===== src/rtl/ws2812_chain_driver.sv =====
// ws2812_chain_driver: WS2812 GRB chain driver with frame buffer; define WS2812_BRIGHTNESS_EN for per-pixel brightness scaling
module ws2812_chain_driver #(
    parameter int NUM_LEDS = 8,
    parameter int T0H_CYC = 18,
    parameter int T1H_CYC = 35,
    parameter int TBIT_CYC = 63,
    parameter int TRST_CYC = 3000,
    localparam int AW = NUM_LEDS > 1 ? $clog2(NUM_LEDS) : 1
) (
    input  logic          clk,
    input  logic          reset_n,
`ifdef WS2812_BRIGHTNESS_EN
    input  logic [7:0]    brightness,
`endif
    input  logic          wr_en,
    input  logic [AW-1:0] wr_addr,
    input  logic [23:0]   wr_data,
    input  logic          start,
    input  logic          refresh_en,
    output logic          busy,
    output logic          frame_done,
    output logic          ws2812_out
);
    localparam int CMAX = TBIT_CYC > TRST_CYC ? TBIT_CYC : TRST_CYC;
    localparam int CW = CMAX > 4 ? $clog2(CMAX) : 2;
    localparam logic [1:0] IDLE = 2'd0, LOAD = 2'd1, SEND = 2'd2, LATCH = 2'd3;
    localparam logic [AW-1:0] LAST = AW'(NUM_LEDS - 1);
    logic [23:0] fb [NUM_LEDS];
    logic [1:0] state;
    logic [AW-1:0] pix, nxt;
    logic [4:0] bitn;
    logic [CW-1:0] cnt;
    logic [23:0] sh;
    logic pend, bit_end, gap_end, go, hi;
    function automatic logic [7:0] sc(input logic [7:0] c);
`ifdef WS2812_BRIGHTNESS_EN
        logic [16:0] m;
        m = 17'(c) * 17'({1'b0, brightness} + 9'd1);
        return m[15:8];
`else
        return c;
`endif
    endfunction
    function automatic logic [23:0] grb(input logic [23:0] p);
        return {sc(p[15:8]), sc(p[23:16]), sc(p[7:0])};
    endfunction
    always_comb begin
        nxt = pix + 1'b1;
        bit_end = state == SEND && cnt == CW'(TBIT_CYC - 1);
        gap_end = state == LATCH && cnt == CW'(TRST_CYC - 1);
        go = state == IDLE ? (start | refresh_en | pend) : gap_end & (refresh_en | pend);
        hi = state == SEND && cnt < (sh[23] ? CW'(T1H_CYC) : CW'(T0H_CYC));
        busy = state != IDLE;
        frame_done = gap_end;
    end
    always_ff @(posedge clk or negedge reset_n) begin
        if (!reset_n) begin
            for (int i = 0; i < NUM_LEDS; i++) fb[i] <= '0;
            state <= IDLE;
            pix <= '0;
            bitn <= '0;
            cnt <= '0;
            sh <= '0;
            pend <= 1'b0;
            ws2812_out <= 1'b0;
        end else begin
            if (wr_en && wr_addr <= LAST) fb[wr_addr] <= wr_data;
            ws2812_out <= hi;
            pend <= go ? 1'b0 : pend | (start & busy);
            case (state)
                IDLE: state <= go ? LOAD : IDLE;
                LOAD: begin
                    state <= SEND;
                    pix <= '0;
                    bitn <= 5'd23;
                    cnt <= '0;
                    sh <= grb(fb[0]);
                end
                SEND: begin
                    cnt <= bit_end ? '0 : cnt + 1'b1;
                    if (bit_end && bitn != 5'd0) begin
                        sh <= sh << 1;
                        bitn <= bitn - 1'b1;
                    end else if (bit_end && pix == LAST) begin
                        state <= LATCH;
                    end else if (bit_end) begin
                        pix <= nxt;
                        bitn <= 5'd23;
                        sh <= grb(fb[nxt]);
                    end
                end
                default: begin
                    cnt <= gap_end ? '0 : cnt + 1'b1;
                    if (gap_end) state <= go ? LOAD : IDLE;
                end
            endcase
        end
    end
endmodule


===== config.mk =====
export PLATFORM = sky130hd
export DESIGN_NAME = ws2812_chain_driver
export DESIGN_NICKNAME = d
export VERILOG_FILES = /design/src/rtl/ws2812_chain_driver.sv
export SDC_FILE = /design/constraint.sdc
export NUM_CORES = 1
export LEC_CHECK = 0
export BUFFER_PORTS_ARGS = -buffer_cell sky130_fd_sc_hd__buf_2
export CAP_MARGIN = 25
export CORE_AREA = 2 2 154 156
export DETAILED_ROUTE_END_ITERATION = 10
export DIE_AREA = 0 0 156 158
export GPL_ROUTABILITY_DRIVEN = 0
export PLACE_DENSITY = 0.63
export SYNTH_ARGS = -nofsm -noshare
export SYNTH_HDL_FRONTEND = slang
export SYNTH_SLANG_ARGS = --single-unit

===== constraint.sdc =====
create_clock -name clk -period 6.5 [get_ports clk]
set_input_delay 1.625 -clock clk [delete_from_list [all_inputs] [get_ports clk]]
set_output_delay 1.625 -clock clk [all_outputs]
set_load 0.02 [all_outputs]

==> metrics.txt <==
WHS Path Cells=1; r2r endpoint=sh[19]$_DFFE_PN0P_; DRT iter0 DRCs=488; Slew HR=between 30% and 40%; # Post-CTS Setup Buffers=0; Placed Area=about 12000 µm²; Setup Total Neg Slack=0 ns; Worst Reg-to-Reg Cells=9; post-synthesis sequential area ratio=52.7%; biggest area consumer among synthesized cells=dfrtp_1; Post-Route WL=25100 µm; main flop type after synthesis=dfrtp_1; CP arrival=2.34 ns; max-cap violation count=0; diode count=0; final design utilization=between 50% and 60%; total grt overflow=0; Final HPWL DP=14800 µm; critical path startpoint category=flop; Cell Pwr Density=roughly 370 nW/µm²; Core Area=between 20000 and 25000 µm²; number of core rows=56; Area Growth Syn to Fin=11.5%; Yosys reg bits=240; Reg-to-Reg Start=pix[0]$_DFFE_PN0P_; share of the synthesized area in the top cell type=52.7%; CP required=4.88 ns; critical path capture point=frame_done; CTS tree=yes; RSZ-0062 raised after global routing=false; worst slew pin tran=0.943 ns; outcome=complete, no violations; post-synthesis cell type count=slightly above 50; synth top area cells=dfrtp_1, mux2_2, mux4_2; Fmax=252 MHz; Pleak=5.19 nW; I/O Buffers=34; vias in the first global route=7698; Worst Hold Margin=approximately 0.50 ns; Max VDD drop=between 0.2 and 0.25 mV; Fin. Hold Viols=0; largest net degree at the start of global routing=149; ys async rst share=100%; CTS Hold Bufs=0; initial core utilization=49.4%; Yosys warnings=0; fin crit share=61.0%; DIE HEIGHT=158 µm; minimum clock period=3.96 ns; Worst Setup Path Type=reg2out; most common cell after layout, fill and taps aside=dfrtp_1; Setup crit end kind=primary output; first-pass GRT wire length=41300 µm; nets@finish=900; via count=roughly 7000; DP Cell Count=1117; 1st-pass router iterations=4; FF-to-FF setup slack=3.29 ns; worst-skew pair later-pin latency=between 0.5 and 0.6 ns; GRT Total Usage=21.4%; Non-Filler Instances=~1200; initial antenna violation count=2; DRC=0; Routed WL per cell=21.5 µm; H-tree lvl count=1; Cells after Synth=833; Gates resized, CTS repair=0; share of cells above drive strength 1=39.9%; Clk pin slew, worst setup/hold paths=0.06 ns; Post-Syn Area=11400 µm²; final setup fails=0; Critical Path Start=cnt[6]$_DFFE_PN0N_; # clock sinks=240; Via density=6.03; Inserted Clock Buffers=26; clk_skew=0.0113 ns; Worst Hold Class=reg2reg; crit-path max FO=6; Root Driver=clkbuf_16; Die ar.=24600 µm²; clk buf depth=3; post-route cell area=12700 µm²; most frequent cells in the layout=dfrtp_1, mux2_2, nor2_1; IO Pins=35; syn nets=877; Post-DRT Antenna Nets=0; EDFF count, synth=0; Syn Area/Cell=13.7 µm²; fin. max-slew vios=0; chip width=156 µm
## cell usage after synthesis, drive strengths merged, types with 2 or more instances
library cell	n
xnor2	5
dfrtp	240
nor4	4
a21o	2
a21oi	44
inv	12
nand2	33
a22oi	2
nor2	50
ha	12
nand4	3
or4	4
or3	2
or2	2
buf	15
o31ai	3
o221ai	2
mux4	48
a22o	4
nand4b	4
xor2	2
a211oi	19
and3	3
mux2i	26
mux2	198
clkbuf	41
o22a	2
o21ai	14
nand3	8
nand2b	3
nor3b	2
nor4b	3
nor3	10
## layout make-up
cell class,count,area (µm²)
fillers,1877,10300
flip-flops and latches,240,6010
multi-input cells,525,5150
clock buffers,42,772
well taps,290,363
repair buffers,51,340
inverters,12,45.0
clock inverters,5,27.5
## registers in the layout (all words and copies together), names as in the netlist
register	count
fb	192
sh	24
cnt	12
bitn	5
pix	3
state	2
pend	1
ws2812_out	1
## layer usage
metal	share of wire, %	wire [µm]	vias to the layer above	global-route usage (%)
li1	-	-	3125	-
met1	44	11100	3673	29.6
met2	49	12200	179	36.0
met3	5.3	1320	49	2.90
met4	1.9	477	2	5.42
met5	0.048	12	-	0
## logic make-up after synthesis
family	Yosys count	synth area share, %
adder cells (fa/ha/maj)	12	1.32
buffers and inverters	68	2.43
AO/OA/AOI/OAI	101	5.69
flip-flops	240	52.7
multiplexers	272	31.3
AND/OR/NAND/NOR	133	6.02
XOR/XNOR	7	0.538
## report_power, final
group / switching, mW / internal [mW] / leakage (nW) / total [mW]
combinational: 0.658 / 0.553 / 1.93 / 1.21
sequential: 0.205 / 1.86 / 2.88 / 2.07
clock: 0.572 / 0.807 / 0.390 / 1.38
total: 1.43 / 3.22 / 5.19 / 4.66
## worst max-delay path, cell delays in order, from the launching register on
cell     delay (ns)
dfrtp_1        0.44
or2_2          0.36
nor4_1         0.72
buf_2          0.30
## worst min path at each step
| stage | start | end |
|---|---|---|
| 2_1_floorplan | fb[108]$_DFFE_PN0P_ | fb[108]$_DFFE_PN0P_ |
| 3_3_place_gp | fb[48]$_DFFE_PN0P_ | fb[48]$_DFFE_PN0P_ |
| 3_5_place_dp | fb[112]$_DFFE_PN0P_ | fb[112]$_DFFE_PN0P_ |
| 4_1_cts | fb[112]$_DFFE_PN0P_ | fb[112]$_DFFE_PN0P_ |
| 5_1_grt | fb[112]$_DFFE_PN0P_ | fb[112]$_DFFE_PN0P_ |
| 6_report | fb[4]$_DFFE_PN0P_ | fb[4]$_DFFE_PN0P_ |
## per-stage QoR
stage / worst slack [ns] / total power, mW
2_1_floorplan: 3.19 / 2.93
3_3_place_gp: 3.21 / 3.22
3_5_place_dp: 3.11 / 3.30
4_1_cts: 2.55 / 4.69
5_1_grt: 2.44 / 4.93
6_report: 2.54 / 4.66
Power figures use the tool's default switching activity.
